--- src/rtl/ble_cmd_wrapper.sv ---
// BLE UART command wrapper: assembles two rx bytes into a 16-bit command
// and converts send_resp requests into single-byte acknowledge transmissions.
`timescale 1ns/1ps
module ble_cmd_wrapper #(
  parameter logic [7:0]  RESP     = 8'hA5,
  parameter logic [23:0] TIMEOUT  = 24'd5_000_000,
  parameter int          FAST_SIM = 1
) (
  input  logic        clk,
  input  logic        rst_n,
  input  logic [7:0]  rx_data,
  input  logic        rx_rdy,
  output logic        clr_rx_rdy,
  output logic [15:0] cmd,
  output logic        cmd_rdy,
  input  logic        clr_cmd_rdy,
  input  logic        send_resp,
  output logic        trmt,
  output logic [7:0]  tx_data,
  input  logic        tx_done,
  output logic        cmd_ovr
);

  localparam logic [23:0] TMO_EFF = (FAST_SIM != 0) ? (TIMEOUT >> 10) : TIMEOUT;

  typedef enum logic {HIGH, LOW} state_t;

  state_t      state_q, state_d;
  logic [7:0]  high_q, high_d;
  logic [23:0] tmr_q, tmr_d;
  logic [15:0] cmd_q, cmd_d;
  logic        cmd_rdy_q, cmd_rdy_d;
  logic        cmd_ovr_q, cmd_ovr_d;
  logic        trmt_q, trmt_d;
  logic        tx_busy_q, tx_busy_d;
  logic        resp_pend_q, resp_pend_d;
  logic        cap_lo;
  logic        busy;

  // Every rx_rdy cycle captures a byte in either state, so the consume pulse
  // tracks rx_rdy directly; gated so nothing is consumed while in reset.
  assign clr_rx_rdy = rx_rdy & rst_n;

  always_comb begin
    state_d = state_q;
    high_d  = high_q;
    tmr_d   = tmr_q;
    cap_lo  = 1'b0;
    unique case (state_q)
      HIGH: begin
        if (rx_rdy) begin
          high_d  = rx_data;
          tmr_d   = TMO_EFF;
          state_d = LOW;
        end
      end
      LOW: begin
        if (rx_rdy) begin
          cap_lo  = 1'b1;
          state_d = HIGH;
        end else if (tmr_q == 24'd0) begin
          state_d = HIGH;
        end else begin
          tmr_d = tmr_q - 24'd1;
        end
      end
    endcase
  end

  always_comb begin
    cmd_d     = cap_lo ? {high_q, rx_data} : cmd_q;
    cmd_rdy_d = cap_lo ? 1'b1 : (clr_cmd_rdy ? 1'b0 : cmd_rdy_q);
    cmd_ovr_d = cap_lo & cmd_rdy_q & ~clr_cmd_rdy;
  end

  // trmt_q counts as busy so a request in the issue cycle is queued, not doubled.
  assign busy = tx_busy_q | trmt_q;

  always_comb begin
    trmt_d      = 1'b0;
    resp_pend_d = resp_pend_q;
    tx_busy_d   = tx_busy_q;
    if (trmt_q) begin
      tx_busy_d = 1'b1;
    end else if (tx_done) begin
      tx_busy_d = 1'b0;
    end
    if (tx_done && busy) begin
      trmt_d      = resp_pend_q | send_resp;
      resp_pend_d = 1'b0;
    end else if (send_resp) begin
      if (busy) begin
        resp_pend_d = 1'b1;
      end else if (!resp_pend_q) begin
        trmt_d = 1'b1;
      end
    end
  end

  always_ff @(posedge clk) begin
    if (!rst_n) begin
      state_q     <= HIGH;
      high_q      <= '0;
      tmr_q       <= '0;
      cmd_q       <= '0;
      cmd_rdy_q   <= 1'b0;
      cmd_ovr_q   <= 1'b0;
      trmt_q      <= 1'b0;
      tx_busy_q   <= 1'b0;
      resp_pend_q <= 1'b0;
    end else begin
      state_q     <= state_d;
      high_q      <= high_d;
      tmr_q       <= tmr_d;
      cmd_q       <= cmd_d;
      cmd_rdy_q   <= cmd_rdy_d;
      cmd_ovr_q   <= cmd_ovr_d;
      trmt_q      <= trmt_d;
      tx_busy_q   <= tx_busy_d;
      resp_pend_q <= resp_pend_d;
    end
  end

  assign cmd     = cmd_q;
  assign cmd_rdy = cmd_rdy_q;
  assign cmd_ovr = cmd_ovr_q;
  assign trmt    = trmt_q;
  assign tx_data = RESP;

endmodule

--- config.mk ---
export PLATFORM = sky130hd
export DESIGN_NAME = ble_cmd_wrapper
export DESIGN_NICKNAME = d
export VERILOG_FILES = /design/src/rtl/ble_cmd_wrapper.sv
export SDC_FILE = /design/constraint.sdc
export NUM_CORES = 1
export LEC_CHECK = 0
export CORE_UTILIZATION = 45
export CTS_CLUSTER_SIZE = 8
export DETAILED_ROUTE_END_ITERATION = 6
export HOLD_SLACK_MARGIN = 0.12
export PLACE_DENSITY = 0.69
export SYNTH_ARGS = -nofsm -noshare
export SYNTH_HDL_FRONTEND = slang
export SYNTH_SLANG_ARGS = --single-unit
--- constraint.sdc ---
create_clock -name clk -period 4.5 [get_ports clk]
set_clock_uncertainty 0.05 [all_clocks]
set_input_delay 1.35 -clock clk [delete_from_list [all_inputs] [get_ports clk]]
set_output_delay 1.35 -clock clk [all_outputs]
set_load 0.02 [all_outputs]
## Word level (Yosys, flattened, before mapping)

Index checks and enable logic that the tools add are counted.

- Register bits: 54
- Bits of input ports: 14

- Add/subtract/negate cells: 1
- Eq/ne operators: 3
- Muxes and demuxes: 17
- Bitwise logic cells: 8
- Reductions and logical operators: 8

Operator list:

| operator | number |
|---|---|
| 2-to-1 mux 24 bit | 3 |
| case mux 24 bit (2 select lines) | 1 |
| logical NOT 24 bit | 1 |
| subtractor 24 x 1 -> 24 bit (second input constant) | 1 |
| 2-to-1 mux 1 bit | 12 |
| inequality test 2 bit (second input constant) | 3 |
| AND reduction 2 bit | 2 |
| nonzero test 2 bit | 2 |
| AND 1 bit | 3 |
| NOT 1 bit | 3 |
| AND reduction 3 bit | 1 |
| bitwise OR 1 bit | 2 |
| case mux 1 bit (2 select lines) | 1 |
| OR reduction 2 bit | 1 |
| logical AND 1 bit | 1 |

## Logic depth before layout (Yosys ltp)

Gate-level depths: netlist of run 1.

- Depth after elaboration: 4
- Mapped depth: 9

## Worst setup path before layout of run 1

Ideal clock, no wire load.

- Path type: in2out
- Start: in rst_n
- End: out clr_rx_rdy
- Arrival time: 1737 ps
- Required time: 3100 ps
- Slack: 1363 ps
- Stages on the path: 2
- Buffers on the path: 1
- Cell sequence: buf_2 -> and2_1

- Word-level cells in the longest chain between the ends: 1

Ends and longest elaborated chain:

| what | RTL line | source |
|---|---|---|
| start: declaration | 10 | `input logic rst_n,` |
| AND 1 bit | 42 | `assign clr_rx_rdy = rx_rdy & rst_n;` |
| end: declaration | 13 | `output logic clr_rx_rdy,` |

Every way passes these cells.

## Final worst setup path of run 1

- Start: in rx_rdy
- End: out clr_rx_rdy

- Word-level cells in the longest chain between the ends: 1

Ends and longest elaborated chain:

| what | RTL line | source |
|---|---|---|
| start: declaration | 12 | `input logic rx_rdy,` |
| AND 1 bit | 42 |  |

Every way passes these cells.

==> metrics.yaml, run 1 <==
status:
  outcome: "complete, no violations"
placed_design:
  gp_congestion: 0.866
  dpl.cell_count: 386
  io_buffers: 33
  hpwl_um: 3910
  dp_slack_ns: 0.427
  placed_area_mm2: 0.00283
cts:
  clk_pin_slew_worst_paths_ns: 0.10
  cts_hold_buf: 0
  cts_resized: 0
  cts_tree: "built"
  postCtsSetupBuffers: 0
  cts_buffers: 5
  clock_path_buffers: 2
  root_buffer: "clkbuf_8"
  clkLatencyLatePin_ns: 0.32
  clock_sinks: 54
  htreeDepth: 2
sta:
  setup_tns_ns: 0
  finalSetupViolations: 0
  drv_slew: 0
  hold-worst-slack_ns: 0.404
  report.final.hold_viol_count: 0
  relSlewSlack: 0.289
  fmax_mhz: 245
  period_needed_ns: 4.08
  min_period_over_period: 0.906
  setup_ws_ns: 0.424
  worstMarginPinSlew_ns: 1.06
  rsz0062_at_grt: "false"
detailed_routing:
  dr_wl_met3_um: 377
  drcViolationCount: 0
  routed-via-count: 2156
  wl_met2_um: 2540
  met1_length_um: 2860
  vias_per_cell: 5.47
  topRoutingLayerUsed: "met4"
  firstDrtPassIters: 4
  drt_iter0_drc: 174
  totalWireLength_um: 5870
  antenna_left: 0
  routedWlPerCell_um: 14.9
synthesis:
  ys.flop_type: "dfxtp_1"
  synth_top_family_by_area: "simple AND/OR/NAND/NOR gates"
  synth-edff-count: 0
  synthArstFlopShare: 0
  yosysSeqAreaShare: 0.430
  synthCells: 297
  synth_xor_area_frac: 0.00349
  synth_cell_types: 48
  synth.avg_cell_area_um2: 8.46
  synth-simple-area-share: 0.288
  synth_compound_area_frac: 0.175
  ys_ff_latch: 54
  synthAdderAreaFrac: 0.00996
  syn_area_mm2: 0.00251
  synth_warnings: 0
  synthMuxAreaShare: 0.0159
min_path:
  holdPathStages: 2
  min_from: "high_q[4]"
  hold_path_class: "flop to flop"
  hold_end: "cmd[12]"
floorplanning:
  io_pins: 42
  fp.dieH_um: 76.7
  fp-row-count: 26
  die-area_mm2: 0.00589
  fp.coreArea_mm2: 0.00524
  die_x_um: 76.7
  initial_core_util: 0.480
layout:
  antenna_cells: 0
  nets: 339
  drive_above_1_share: 0.105
  areaGrowthSynthToFinish_pct: 17.0
  final_common_cell: "nand2_1"
  fill_cells: 502
  stdcell_area_mm2: 0.00294
  seqCellArea_mm2: 0.00108
  final_cell_mix: "nand2_1 (62), dfxtp_1 (54), a21oi_1 (35)"
  final_cell_count_no_fill: 394
  multiInputGateArea_mm2: 0.00127
critical_path:
  arrival_ns: 2.68
  worstSetupStartpointType: "primary input"
  worstPathMaxFanout: 7
  required_ns: 3.10
  worstSetupEndpointType: "primary output"
  ff2ff_setup_slack_ns: 1.60
  critPathKind: "primary input to primary output"
  r2r_end: "tmr_q[1]"
  r2r_cells: 7
  rr_startpoint: "tmr_q[1]"
power_and_ir_drop:
  leakage_nw: 1.03
  vdd_drop_max_mv: 0.184
  power_density_mw_per_mm2: 402
global_routing:
  grt_pass1_vias: 1960
  grt_overflow: 0
  antenna_found_initial: 0
  grt_pass1_wl_um: 9670
  grtUsageTotal: 0.212
  grt_max_degree: 23
job:
  cap_violations: 0
## layer usage
metal,up-vias,track usage
met2,63,0.316
met3,7,0.0643
li1,1099,-
met5,-,0
met1,987,0.280
met4,0,0.0923
## Yosys cell counts, drive strengths merged (2+ instances only)
library cell  number  area share
clkbuf            11       0.016
nand3b             2      0.0060
ha                 2       0.010
o311ai             2      0.0070
inv                5      0.0075
mux2i              4       0.016
a31oi              4       0.010
nor2b              4       0.010
nor3               4       0.012
or4               17       0.058
nand4              3      0.0075
o31ai              8       0.024
dfxtp             54        0.43
or3                9       0.023
o211ai             4       0.012
nor4               7       0.023
nand2             62       0.093
buf               14       0.049
conb               2      0.0030
o41ai              3       0.010
nand2b             3      0.0075
a21oi             35       0.070
o2111ai            2      0.0070
and2               2      0.0050
o21ai              7       0.017
nor2              13       0.019
or2                4       0.010
## power by group
group	switching [W]	total (W)	internal, W
logic	0.000184	0.000298	0.000115
registers	0.0000294	0.000541	0.000511
clock network	0.000174	0.000341	0.000167
## state kept, by name, indices dropped and copies added (netlist names)
register and cells:
high_q 8, cmd 16, cmd_ovr 1, tmr_q 24, tx_busy_q 1, cmd_rdy 1, state_q 1, resp_pend_q 1
trmt 1
## worst max-delay path, stage by stage
cell             delay, ns
clkdlybuf4s50_1       0.58
and2_1                0.16
clkdlybuf4s50_1       0.59
## per-stage QoR
| stage | utilization | total power (W) |
|---|---|---|
| after floorplan | - | 0.000779 |
| after global placement | 0.540 | 0.000842 |
| after detailed placement | 0.540 | 0.000847 |
| after CTS | 0.561 | 0.00118 |
| after global routing | 0.561 | 0.00124 |
| final | 0.561 | 0.00118 |
## kinds of logic after synthesis
group,after synthesis
muxes,4
AOI/OAI and AO/OA,69
and+or+nand+nor,134
adders and majority gates,2
buffers and inverters,31
xor gates and xnor gates,1
other,2
DFF,54
## layout make-up
type | count | share of cell area
Multi-Input combinational cell | 218 | 0.431
Sequential cell | 54 | 0.368
Timing Repair Buffer | 38 | 0.125
Tap cell | 70 | 0.0298
Clock buffer | 5 | 0.0234
Clock inverter | 3 | 0.0149
Inverter | 6 | 0.00766
## worst max-delay path by stage
stage | start | to | cells past startpoint
detailed placement | rx_rdy | clr_rx_rdy | 3
global route | rx_rdy | clr_rx_rdy | 3
floorplan | rst_n | clr_rx_rdy | 2
CTS | rx_rdy | clr_rx_rdy | 3
finish | rx_rdy | clr_rx_rdy | 3
global placement | rx_rdy | clr_rx_rdy | 3
Note: power is estimated with default switching activity, not from simulation.
==> run 2: changes to the inputs <==
- GPL_TIMING_DRIVEN: default -> 0
- TNS_END_PERCENT: default -> 50
==> metrics.yaml, run 2 (synthesis gave the netlist of run 1 again) <==
cts:
  clkLatencyLatePin_ns: 0.30
  clk_pin_slew_worst_paths_ns: 0.10
  htreeDepth: 2
  root_buffer: "clkbuf_8"
  clock_sinks: 54
  cts_hold_buf: 0
  cts_resized: 0
  cts_tree: "built"
  cts_buffers: 5
  clock_path_buffers: 2
  postCtsSetupBuffers: 0
power_and_ir_drop:
  share_comb_of_total_power: 0.277
  vdd_drop_max_mv: 0.235
  clockPowerShare: 0.256
  p_seq_frac: 0.467
  intPower_w: 0.000783
  leakage_nw: 1.08
  power_density_mw_per_mm2: 381
  p_sw_w: 0.000377
  switching_share: 0.325
global_routing:
  grt_pass1_vias: 2048
  antenna_found_initial: 0
  grt_max_degree: 17
  grtUsageTotal: 0.216
  grt_pass1_wl_um: 10200
  grt_overflow: 0
sta:
  finalSetupViolations: 0
  period_needed_ns: 4.14
  rsz0062_at_grt: "false"
  report.final.hold_viol_count: 0
  setup_tns_ns: 0
  setup_ws_ns: 0.358
  fmax_mhz: 241
  min_period_over_period: 0.920
  relSlewSlack: 0.284
  drv_slew: 0
  worstMarginPinSlew_ns: 1.06
min_path:
  hold_path_class: "flop to flop"
critical_path:
  critPathKind: "primary input to primary output"
  path_cells: "clkdlybuf4s50_1, and2_1, clkdlybuf4s50_1"
  critPathBufInv: 2
  max_stage_delay_ns: 0.61
  cp_common_cell: "clkdlybuf4s50_1"
  worstSetupStartpointType: "primary input"
  worstSetupEndpointType: "primary output"
  critPathSlowestCell: "clkdlybuf4s50_1"
  arrival_ns: 2.74
  crit_family: "buffers and inverters"
  required_ns: 3.10
  worstPathMaxFanout: 7
detailed_routing:
  totalWireLength_um: 6040
  vias_per_cell: 5.48
  antenna_left: 0
  drt_iter0_drc: 143
  firstDrtPassIters: 4
  routed-via-count: 2265
  routedWlPerCell_um: 14.6
  drcViolationCount: 0
status:
  outcome: "complete, no violations"
layout:
  nets: 358
  areaGrowthSynthToFinish_pct: 21.3
  antenna_cells: 0
  largest_register_ffs: 24
  final_cell_count_no_fill: 413
  final_cell_mix: "nand2_1 (62), dfxtp_1 (54), a21oi_1 (35)"
  final_common_cell: "nand2_1"
  drive_above_1_share: 0.122
  fin_util: 0.582
  top_register: "tmr_q"
floorplanning:
  fp.dieH_um: 76.7
  fp.coreArea_mm2: 0.00524
  die_x_um: 76.7
  die-area_mm2: 0.00589
  initial_core_util: 0.480
  io_pins: 42
  fp-row-count: 26
placed_design:
  hpwl_um: 4430
  gp_congestion: 0.850
  io_buffers: 32
  dpl.cell_count: 405
  dp_slack_ns: 0.381
job:
  cap_violations: 0
==> run 2: through the flow <==
stage          total power, W  hold WS [ns]  instance area, µm²
2_1_floorplan        0.000779         0.382                2530
3_3_place_gp         0.000866         0.388                2940
3_5_place_dp         0.000872         0.396                2940
4_1_cts               0.00117         0.413                3050
5_1_grt               0.00122         0.432                3050
6_report              0.00116         0.412                3050
==> run 2: area by class of cell <==
class,instances,area [µm²]
Clock buffer,7,96.3
Sequential cell,54,1080
Fill cell,501,2190
Inverter,6,22.5
Buffer,25,164
Timing Repair Buffer,32,320
Multi-Input combinational cell,218,1270
Clock inverter,1,8.76
Tap cell,70,87.6
==> run 2: worst paths after layout <==
check | from | endpoint | slack, ns | depth (start not counted)
worst max-delay path | rx_rdy | clr_rx_rdy | 0.36 | 3
worst min-delay path | high_q[7] | high_q[7] | 0.41 | 2
worst max register to register | tmr_q[1] | tmr_q[18] | 1.77 | 8
worst min register to register | high_q[7] | high_q[7] | 0.41 | 2
==> run 2: power groups by stage <==
| stage | combinational (W) | sequential (W) | clock (W) |
|---|---|---|---|
| 2_1_floorplan | 0.000226 | 0.000553 | 0 |
| 3_3_place_gp | 0.000316 | 0.000550 | 0 |
| 3_5_place_dp | 0.000320 | 0.000552 | 0 |
| 4_1_cts | 0.000322 | 0.000541 | 0.000305 |
| 5_1_grt | 0.000355 | 0.000547 | 0.000322 |
| 6_report | 0.000322 | 0.000541 | 0.000297 |
==> run 2: layer usage <==
layer | GRT usage | vias up | part of all wire
met2 | 0.338 | 53 | 0.46
met5 | 0 | - | 0
met3 | 0.0393 | 7 | 0.052
met4 | 0.0519 | 0 | 0.0076
li1 | - | 1149 | -
met1 | 0.305 | 1056 | 0.49
==> run 2: tightest hold or removal path, cell delays in order (launching register included) <==
cell and delay, ns:
dfxtp_1 0.32, nand2_1 0.05, a21oi_1 0.05
